**src/rtl/serial_block_assembler_pkg.sv**
```systemverilog
// Shared definitions for the serial/parallel block conversion path.
// Holds the FSM state type and block-geometry helper functions.
package serial_block_assembler_pkg;

  typedef enum logic {
    IDLE    = 1'b0,
    COLLECT = 1'b1
  } sba_state_e;

  function automatic int unsigned clog2(input int unsigned value);
    int unsigned r;
    r = 0;
    for (int unsigned i = 0; i < 32; i++) begin
      if ((64'd1 << i) < 64'(value)) r = i + 1;
    end
    return r;
  endfunction

  function automatic int unsigned bytes_per_block(input int unsigned width);
    return (4 * width) / 8;
  endfunction

endpackage

```
**src/rtl/serial_block_assembler_if.sv**
```systemverilog
// Byte-serial input and block-parallel output handshake bundle for one lane.
interface serial_block_assembler_if #(
  parameter int unsigned MAX_WORD_LENGTH = 32
);
  logic                           byte_valid;
  logic [7:0]                     byte_in;
  logic                           frame_start;
  logic                           byte_ready;
  logic                           par_valid;
  logic [4*MAX_WORD_LENGTH-1:0]   par_data;
  logic                           par_ready;
  logic                           frame_error;
  logic [15:0]                    blocks_done;

  modport master (
    output byte_valid, byte_in, frame_start, par_ready,
    input  byte_ready, par_valid, par_data, frame_error, blocks_done
  );

  modport slave (
    input  byte_valid, byte_in, frame_start, par_ready,
    output byte_ready, par_valid, par_data, frame_error, blocks_done
  );
endinterface

```
**src/rtl/serial_block_assembler_block_buffer.sv**
```systemverilog
// Two-deep FIFO for completed blocks; slot0 is always the head and
// empty slots are kept at zero so the head reads zero when empty.
module block_buffer_2entry #(
  parameter int unsigned WIDTH = 128
) (
  input  logic             clk,
  input  logic             rst_n,
  input  logic             push_i,
  input  logic [WIDTH-1:0] push_data_i,
  input  logic             pop_i,
  output logic [WIDTH-1:0] head_o,
  output logic             valid_o,
  output logic [1:0]       occupancy_o
);
  logic [WIDTH-1:0] slot0_q, slot1_q;
  logic [1:0]       occ_q;
  logic             do_push, do_pop;

  assign do_pop  = pop_i && (occ_q != 2'd0);
  assign do_push = push_i && ((occ_q != 2'd2) || do_pop);

  always_ff @(posedge clk) begin
    if (!rst_n) begin
      slot0_q <= '0;
      slot1_q <= '0;
      occ_q   <= 2'd0;
    end else begin
      case ({do_push, do_pop})
        2'b10: begin
          if (occ_q == 2'd0) slot0_q <= push_data_i;
          else               slot1_q <= push_data_i;
          occ_q <= occ_q + 2'd1;
        end
        2'b01: begin
          slot0_q <= slot1_q;
          slot1_q <= '0;
          occ_q   <= occ_q - 2'd1;
        end
        2'b11: begin
          // Simultaneous push/pop: the new block lands behind whatever remains.
          if (occ_q == 2'd1) begin
            slot0_q <= push_data_i;
          end else begin
            slot0_q <= slot1_q;
            slot1_q <= push_data_i;
          end
        end
        default: ;
      endcase
    end
  end

  assign valid_o     = (occ_q != 2'd0);
  assign head_o      = valid_o ? slot0_q : '0;
  assign occupancy_o = occ_q;
endmodule

```
**src/rtl/serial_block_assembler.sv**
```systemverilog
// Reassembles little-endian byte-serial frames into 4-word blocks and
// hands them to downstream consumers through a 2-entry buffer.
module serial_block_assembler
  import serial_block_assembler_pkg::*;
#(
  parameter int unsigned MAX_WORD_LENGTH = 32
) (
  input  logic                     clk,
  input  logic                     reset,
  serial_block_assembler_if.slave  bus
);
  localparam int unsigned BLOCK_W = 4 * MAX_WORD_LENGTH;
  localparam int unsigned BPB     = bytes_per_block(MAX_WORD_LENGTH);
  localparam int unsigned CNT_W   = (clog2(BPB) > 0) ? clog2(BPB) : 1;
  localparam logic [CNT_W-1:0] LAST_IDX = CNT_W'(BPB - 1);

  sba_state_e         state_q;
  logic [CNT_W-1:0]   count_q;
  logic [BLOCK_W-1:0] asm_q, asm_d;
  logic               frame_error_q;
  logic [15:0]        blocks_done_q;

  logic               accept, store, last;
  logic [CNT_W-1:0]   pos;
  logic [1:0]         occupancy;
  logic               buf_valid;
  logic [BLOCK_W-1:0] buf_head;

  assign bus.byte_ready = reset && (occupancy != 2'd2);
  assign accept         = bus.byte_valid && bus.byte_ready;

  // A frame_start byte always restarts at position 0, from either state.
  always_comb begin
    pos   = bus.frame_start ? '0 : count_q;
    store = accept && (bus.frame_start || (state_q == COLLECT));
    last  = store && (pos == LAST_IDX);
    asm_d = bus.frame_start ? '0 : asm_q;
    asm_d[{pos, 3'b000} +: 8] = bus.byte_in;
  end

  always_ff @(posedge clk) begin
    if (!reset) begin
      state_q       <= IDLE;
      count_q       <= '0;
      asm_q         <= '0;
      frame_error_q <= 1'b0;
      blocks_done_q <= '0;
    end else begin
      frame_error_q <= accept &&
                       (((state_q == IDLE) && !bus.frame_start) ||
                        ((state_q == COLLECT) && bus.frame_start));
      if (store) begin
        if (last) begin
          state_q       <= IDLE;
          count_q       <= '0;
          asm_q         <= '0;
          blocks_done_q <= blocks_done_q + 16'd1;
        end else begin
          state_q <= COLLECT;
          count_q <= pos + CNT_W'(1);
          asm_q   <= asm_d;
        end
      end
    end
  end

  block_buffer_2entry #(
    .WIDTH(BLOCK_W)
  ) u_buffer (
    .clk         (clk),
    .rst_n       (reset),
    .push_i      (last),
    .push_data_i (asm_d),
    .pop_i       (buf_valid && bus.par_ready),
    .head_o      (buf_head),
    .valid_o     (buf_valid),
    .occupancy_o (occupancy)
  );

  assign bus.par_valid   = buf_valid;
  assign bus.par_data    = buf_head;
  assign bus.frame_error = frame_error_q;
  assign bus.blocks_done = blocks_done_q;
endmodule

```
**src/flat_wrapper.sv**
```systemverilog
// flat-port wrapper written by rule: the top's interface ports become plain ports
module serial_block_assembler_flat import serial_block_assembler_pkg::*;
#(
  parameter int unsigned MAX_WORD_LENGTH = 32
)
  (clk, reset, bus_byte_valid, bus_byte_in, bus_frame_start, bus_par_ready, bus_byte_ready, bus_par_valid, bus_par_data, bus_frame_error, bus_blocks_done);
  serial_block_assembler_if #(.MAX_WORD_LENGTH(MAX_WORD_LENGTH)) bus_i ();
  input  logic clk;
  input  logic reset;
  input wire logic [$bits(bus_i.byte_valid)-1:0] bus_byte_valid;
  input wire logic [$bits(bus_i.byte_in)-1:0] bus_byte_in;
  input wire logic [$bits(bus_i.frame_start)-1:0] bus_frame_start;
  input wire logic [$bits(bus_i.par_ready)-1:0] bus_par_ready;
  output wire logic [$bits(bus_i.byte_ready)-1:0] bus_byte_ready;
  output wire logic [$bits(bus_i.par_valid)-1:0] bus_par_valid;
  output wire logic [$bits(bus_i.par_data)-1:0] bus_par_data;
  output wire logic [$bits(bus_i.frame_error)-1:0] bus_frame_error;
  output wire logic [$bits(bus_i.blocks_done)-1:0] bus_blocks_done;
  assign bus_i.byte_valid = bus_byte_valid;
  assign bus_i.byte_in = bus_byte_in;
  assign bus_i.frame_start = bus_frame_start;
  assign bus_i.par_ready = bus_par_ready;
  assign bus_byte_ready = bus_i.byte_ready;
  assign bus_par_valid = bus_i.par_valid;
  assign bus_par_data = bus_i.par_data;
  assign bus_frame_error = bus_i.frame_error;
  assign bus_blocks_done = bus_i.blocks_done;
  serial_block_assembler #(.MAX_WORD_LENGTH(MAX_WORD_LENGTH)) u_core (.clk(clk), .reset(reset), .bus(bus_i));
endmodule
```
**config.mk**
```make
export PLATFORM = sky130hd
export DESIGN_NAME = serial_block_assembler_flat
export DESIGN_NICKNAME = d
export VERILOG_FILES = /design/src/rtl/serial_block_assembler_pkg.sv /design/src/rtl/serial_block_assembler_if.sv /design/src/rtl/serial_block_assembler_block_buffer.sv /design/src/rtl/serial_block_assembler.sv /design/src/flat_wrapper.sv
export SDC_FILE = /design/constraint.sdc
export NUM_CORES = 1
export LEC_CHECK = 0
export ABC_AREA = 1
export BUFFER_PORTS_ARGS = -buffer_cell sky130_fd_sc_hd__buf_4
export CORE_MARGIN = 2
export CORE_UTILIZATION = 52
export CTS_BUF_LIST = sky130_fd_sc_hd__clkbuf_16
export DETAILED_ROUTE_END_ITERATION = 10
export PLACE_DENSITY_LB_ADDON = 0.2
export SYNTH_ARGS = -nofsm -noshare
export SYNTH_HDL_FRONTEND = slang
export SYNTH_SLANG_ARGS = --single-unit
```
**constraint.sdc**
```tcl
create_clock -name clk -period 2.8 [get_ports clk]
set_input_delay 0.14 -clock clk [delete_from_list [all_inputs] [get_ports clk]]
set_output_delay 0.14 -clock clk [all_outputs]
set_load 0.01 [all_outputs]
```
== Word-level counts from Yosys, hierarchy flattened ==
Index checks and enable logic that the tools add are counted.

* Register bits after elaboration: 408
* Input bits: 13

* Add/sub/neg operators: 5
* Equality and inequality tests: 9
* Shift operators: 2
* Multiplexer cells: 14
* Bitwise gates (word level): 1
* Reductions and logical operators: 21

{| class="wikitable"
|+ Operator list
! kind !! number
|-
| $mux W128 || 7
|-
| $pmux W128 S3 || 2
|-
| $bwmux W128 || 1
|-
| $shift A8 B9 Y128 const A || 1
|-
| $shiftx A8 B9 Y128 || 1
|-
| $add A16 B1 Y16 const B || 1
|-
| $logic_and A1 B1 Y1 || 10
|-
| $neg A7 Y9 || 1
|-
| $mux W4 || 2
|-
| $ne A2 B2 Y1 const B || 4
|-
| $add A4 B1 Y4 const B || 1
|-
| $eq A2 B1 Y1 const B || 2
|-
| $eq A2 B2 Y1 const B || 2
|-
| $eq A4 B4 Y1 const B || 1
|-
| $pmux W2 S2 || 1
|-
| $reduce_and A2 Y1 || 2
|-
| $reduce_bool A2 Y1 || 2
|-
| $logic_or A1 B1 Y1 || 3
|-
| $reduce_and A3 Y1 || 1
|-
| $reduce_bool A3 Y1 || 1
|-
| $add A2 B1 Y2 const B || 1
|-
| $logic_not A2 Y1 || 1
|-
| $sub A2 B1 Y2 const B || 1
|-
| $logic_not A1 Y1 || 1
|-
| other kinds (2) || 2
|}

== Logic depth before layout (Yosys ltp) ==
* Depth after elaboration: 9
* Mapped depth: 18

== Modules after synthesis ==
From an unflattened synthesis, not the netlist that was laid out.

* Cells, all modules: 3,821
* Area total of the unflattened synthesis: 23,107.2 µm²

{| class="wikitable"
|+ Modules (own cells, without submodules)
! module !! times used !! cells each !! area each (µm²) !! sequential area each (µm²)
|-
| block_buffer_2entry || 1 || 2,386 || 14,111.0 || 5,165.0
|-
| serial_block_assembler || 1 || 1,435 || 8,996.1 || 3,002.9
|}

== Least setup slack after synthesis ==
OpenSTA, ideal clock, no wires.

* Path kind: input-to-reg
* From: input bus_frame_start
* To: register u_core.u_buffer.slot1_q[100]
* Data arrival time: 2.735 ns
* Path slack: -0.006 ns
* Cell stages on the path: 18
* Buffers on the path: 7
* Cell sequence: buf_4 inv_4 buf_6 clkbuf_1 ha_1 inv_1 nand3_4 nor2_1 buf_2 buf_2 ha_1 a21oi_1 nand2_1 nor2_1 clkbuf_1 buf_1 nand3_1 a21oi_1

* Cells in the longest elaborated chain, start to end: 7

{| class="wikitable"
|+ RTL lines
! what !! RTL line !! source
|-
| start: declaration || flat_wrapper.sv:12 || <nowiki>input wire logic [$bits(bus_i.frame_start)-1:0] bus_frame_start;</nowiki>
|-
| parallel branches: the longest is 7 deep, another holds $neg A7 Y9 || -- ||
|-
| end signal: assignment || serial_block_assembler_block_buffer.sv:31 || <nowiki>else slot1_q <= push_data_i;</nowiki>
|-
| end signal: assignment || serial_block_assembler_block_buffer.sv:45 || <nowiki>slot1_q <= push_data_i;</nowiki>
|-
| end: declaration || serial_block_assembler_block_buffer.sv:15 || <nowiki>logic [WIDTH-1:0] slot0_q, slot1_q;</nowiki>
|}

Parallel ways; which one is timed is not known. The select of a mux whose other input is x is not followed.
A chain may end at the register's enable or synchronous reset.

== Worst setup path after layout ==
* From: register u_core.count_q[1]
* To: register u_core.u_buffer.slot1_q[88]

* Cells in the longest elaborated chain, start to end: 7

{| class="wikitable"
|+ RTL lines
! what !! RTL line !! source
|-
| start: declaration || serial_block_assembler.sv:18 || <nowiki>logic [CNT_W-1:0] count_q;</nowiki>
|-
| start signal: assignment || serial_block_assembler.sv:60 || <nowiki>count_q <= pos + CNT_W'(1);</nowiki>
|-
| $mux W4 * || serial_block_assembler.sv:34 || <nowiki>pos = bus.frame_start ? '0 : count_q;</nowiki>
|-
| parallel branches: the longest is 6 deep, another holds $neg A7 Y9 || -- ||
|}

Mark *: on every way between the ends. The select of a mux whose other input is x is not followed.

==> run summary <==
status = completed
xor/xnor share of the synthesized area = 0.00225
H-tree levels = 2
clock skew = 0.0137 ns
total global-route track usage = 0.323
CTS tree = done
post-synthesis sequential area ratio = 0.420
first-pass GRT wire length = 101000 um
final hold violation count = 0
setup TNS = 0 ns
Final setup viols = 0
WS Path Type = reg2reg
Root Buffer = clkbuf_16
worst r2r path cells = 14
RSZ-0062 raised after global routing = true
routed via count = 20043
syn nets = 2945
post-DP HPWL = 41800 um
core box area = 36700 sq um
slew margin rel. = 0.283
simple-gate share of the synthesized area = 0.304
critical path arrival = 3.14 ns
min Tclk post-route = 2.67 ns
crit-path cells = nand2_1 > inv_1 > ha_1 > nand3_1 > inv_1 > nand2_2 > ha_1 > a21oi_1 > nand2_4 > nor2_4 > buf_4 > buf_12 > nand3_1 > a21oi_1
Syn Area/Cell = 6.67 sq um
Top delay family on crit path = simple AND/OR/NAND/NOR gates
port bufs = 159
I/O pin cnt = 160
Place WS = 0.0561 ns
worst path buffer plus inverter count = 4
Commonest cells post-synth = nand2_1 (775), a21oi_1 (530), dfxtp_1 (408)
synthesized instance count = 2918
R2R Path Start = u_core.count_q[1]$_SDFFE_PN0P_
Max Cap Viol = 0
layer carrying the most global-route usage = met2
DIE HEIGHT = 197 um
largest net degree at the start of global routing = 122
TritonRoute pass-1 iters = 6
PnR worst setup slack = 0.134 ns
Cell Pwr Density = 599 nW/um^2
area of the die = 39000 sq um
share of the synthesized area in the top cell type = 0.420
nets = 2998
synth unique cells = 33
ant diodes = 0
top-count cell post-synth = nand2_1
max-slew violations = 0
Clock transition at path regs = 0.07 ns
worst-skew pair later-pin latency = 0.57 ns
DP Area = 20900 sq um
top cells by area, synth = dfxtp_1 (42%), nand2_1 (15%), a21oi_1 (14%)
Lkg Pwr = 8.70 nW
mux contribution to synthesized area = 0
area delta synth->final = 15.3%
synthesized-area fraction occupied by adder cells = 0.00901
Synth warnings = 0
CP Capture Point = u_core.u_buffer.slot1_q[88]$_SDFFE_PN0P_
Total Wirelength = 64900 um
DR DRC count = 0
die width = 197 um
Initial Util = 0.530
Final ANT Viol Nets = 0
worst hold-check path type = in2reg
hold path depth = 5
share of layout cells above drive strength 1 = 0.112
Max VDD drop = 0.451 mV
met1 GRT Util = 0.442
Crit. End Element = register
remaining global-route overflow = 0
clock tree buffer depth = 3
CP startpoint = u_core.count_q[1]$_SDFFE_PN0P_
Startpoint Class = register
post-synthesis compound-gate area fraction = 0.174
Crit path depth = 14
largest family of logic cells by synthesized area = simple AND/OR/NAND/NOR gates
#FFs+latches synth = 408
finished layout cell area = 22400 sq um
GR Util met3 = 0.0454
asr flop ratio synth = 0
Mapped Area = 19400 sq um
R2R Setup Slk = 0.13 ns
number of global-route vias before repair = 18384
Fmax = 0.375 GHz
row count = 70
initial antenna violation count = 2
Iteration-0 DRC Markers = 2051
EDFF count, synth = 0
fillers = 3448
Pwr Total = 13.4 mW
Slew @ Worst Pin = 1.08 ns
GPL Wtd Cong = 1.07
CTS Buf Count = 44
CP max stage cell = dfxtp_1
post-synth top area cell = dfxtp_1
drt via density = 5.78
Reg-to-Reg End = u_core.u_buffer.slot1_q[88]$_SDFFE_PN0P_
CP Max Fanout = 32
ys flop type = dfxtp_1
Routed WL per cell = 18.7 um
WP data required = 3.28 ns
fin crit share = 0.952
Layout Utilization = 0.611
CP peak stage delay = 0.40 ns
grt met2 use = 0.519
clock tree sinks = 408
[registers in the layout, summed over array words and instances (netlist names)]
register                     flops
u_core.u_buffer.slot1_q        128
u_core.bus.frame_error           1
u_core.state_q                   1
u_core.u_buffer.occupancy_o      2
u_core.u_buffer.slot0_q        128
u_core.count_q                   4
u_core.bus.blocks_done          16
u_core.asm_q                   128
[per-layer routing]
| metal | vias up | wire length [um] |
|---|---|---|
| li1 | 9606 | - |
| met1 | 9491 | 27800 |
| met2 | 803 | 30300 |
| met3 | 141 | 4520 |
| met4 | 2 | 2160 |
| met5 | - | 10 |
[worst min path at each step]
stage | slack [ns] | from | to
floorplan | 0.26 | bus_byte_valid | u_core.bus.frame_error$_SDFF_PN0_
global placement | 0.45 | u_core.asm_q[111]$_SDFFE_PN0P_ | u_core.asm_q[111]$_SDFFE_PN0P_
detailed placement | 0.45 | bus_byte_valid | u_core.bus.frame_error$_SDFF_PN0_
CTS | 0.04 | bus_byte_in[1] | u_core.asm_q[1]$_SDFFE_PN0P_
global route | 0.05 | bus_byte_in[1] | u_core.asm_q[1]$_SDFFE_PN0P_
finish | 0.06 | bus_byte_in[7] | u_core.asm_q[7]$_SDFFE_PN0P_
[cell usage in the layout, fill, tap and decap left out, types with 10 or more instances in the layout]
cell type,netlist,routed
nand2_2,12,13
buf_12,0,11
nand4_1,26,26
ha_1,14,13
inv_1,217,227
o21ai_0,140,140
buf_4,5,199
nand3_1,287,287
nand4_2,10,10
clkbuf_16,0,47
nand2_1,775,771
nor2_1,224,221
dfxtp_1,408,408
a21oi_1,530,529
nand3b_1,16,16
[area by class of cell]
type / count / area, sq um / share of cell area
inverter: 226 / 858 / 0.0383
tap: 468 / 586 / 0.0261
multi-input combinational: 2073 / 9600 / 0.428
clock inverter: 32 / 260 / 0.0116
sequential: 408 / 8170 / 0.364
clock buffer: 45 / 1130 / 0.0502
timing repair buffer: 218 / 1840 / 0.0818
[worst min-delay path, stage by stage]
cell	delay, ns
buf_4	0.14
nand2_1	0.09
nand2_1	0.09
nand2_1	0.06
a21oi_1	0.05
[cells by family (layout without fill, tap and decap cells)]
logic type,Yosys count,after routing
and+or+nand+nor,1378,1379
AOI/OAI and AO/OA,675,675
buffers and inverters,438,521
DFF,408,408
adders and majority gates,14,14
xor gates and xnor gates,5,5
[power by group]
part / internal, mW / switching (mW)
Sequential: 6.02 / 0.116
Combinational: 0.448 / 1.19
Clock: 3.28 / 2.38
[what timing repair did]
action,CTS,global route
setup buffers,0,4
resized for setup,0,10
setup endpoints to repair,0,240
endpoints found under the hold margin,1,0
hold buffers,2,0
[through the flow]
| stage | instances | hold slack (ns) |
|---|---|---|
| 2_1_floorplan | 2918 | 0.261 |
| 3_3_place_gp | 3384 | 0.451 |
| 3_5_place_dp | 3384 | 0.453 |
| 4_1_cts | 3463 | 0.0354 |
| 5_1_grt | 3470 | 0.0522 |
| 6_report | 3470 | 0.0598 |
(Power assumes the default switching activity.)
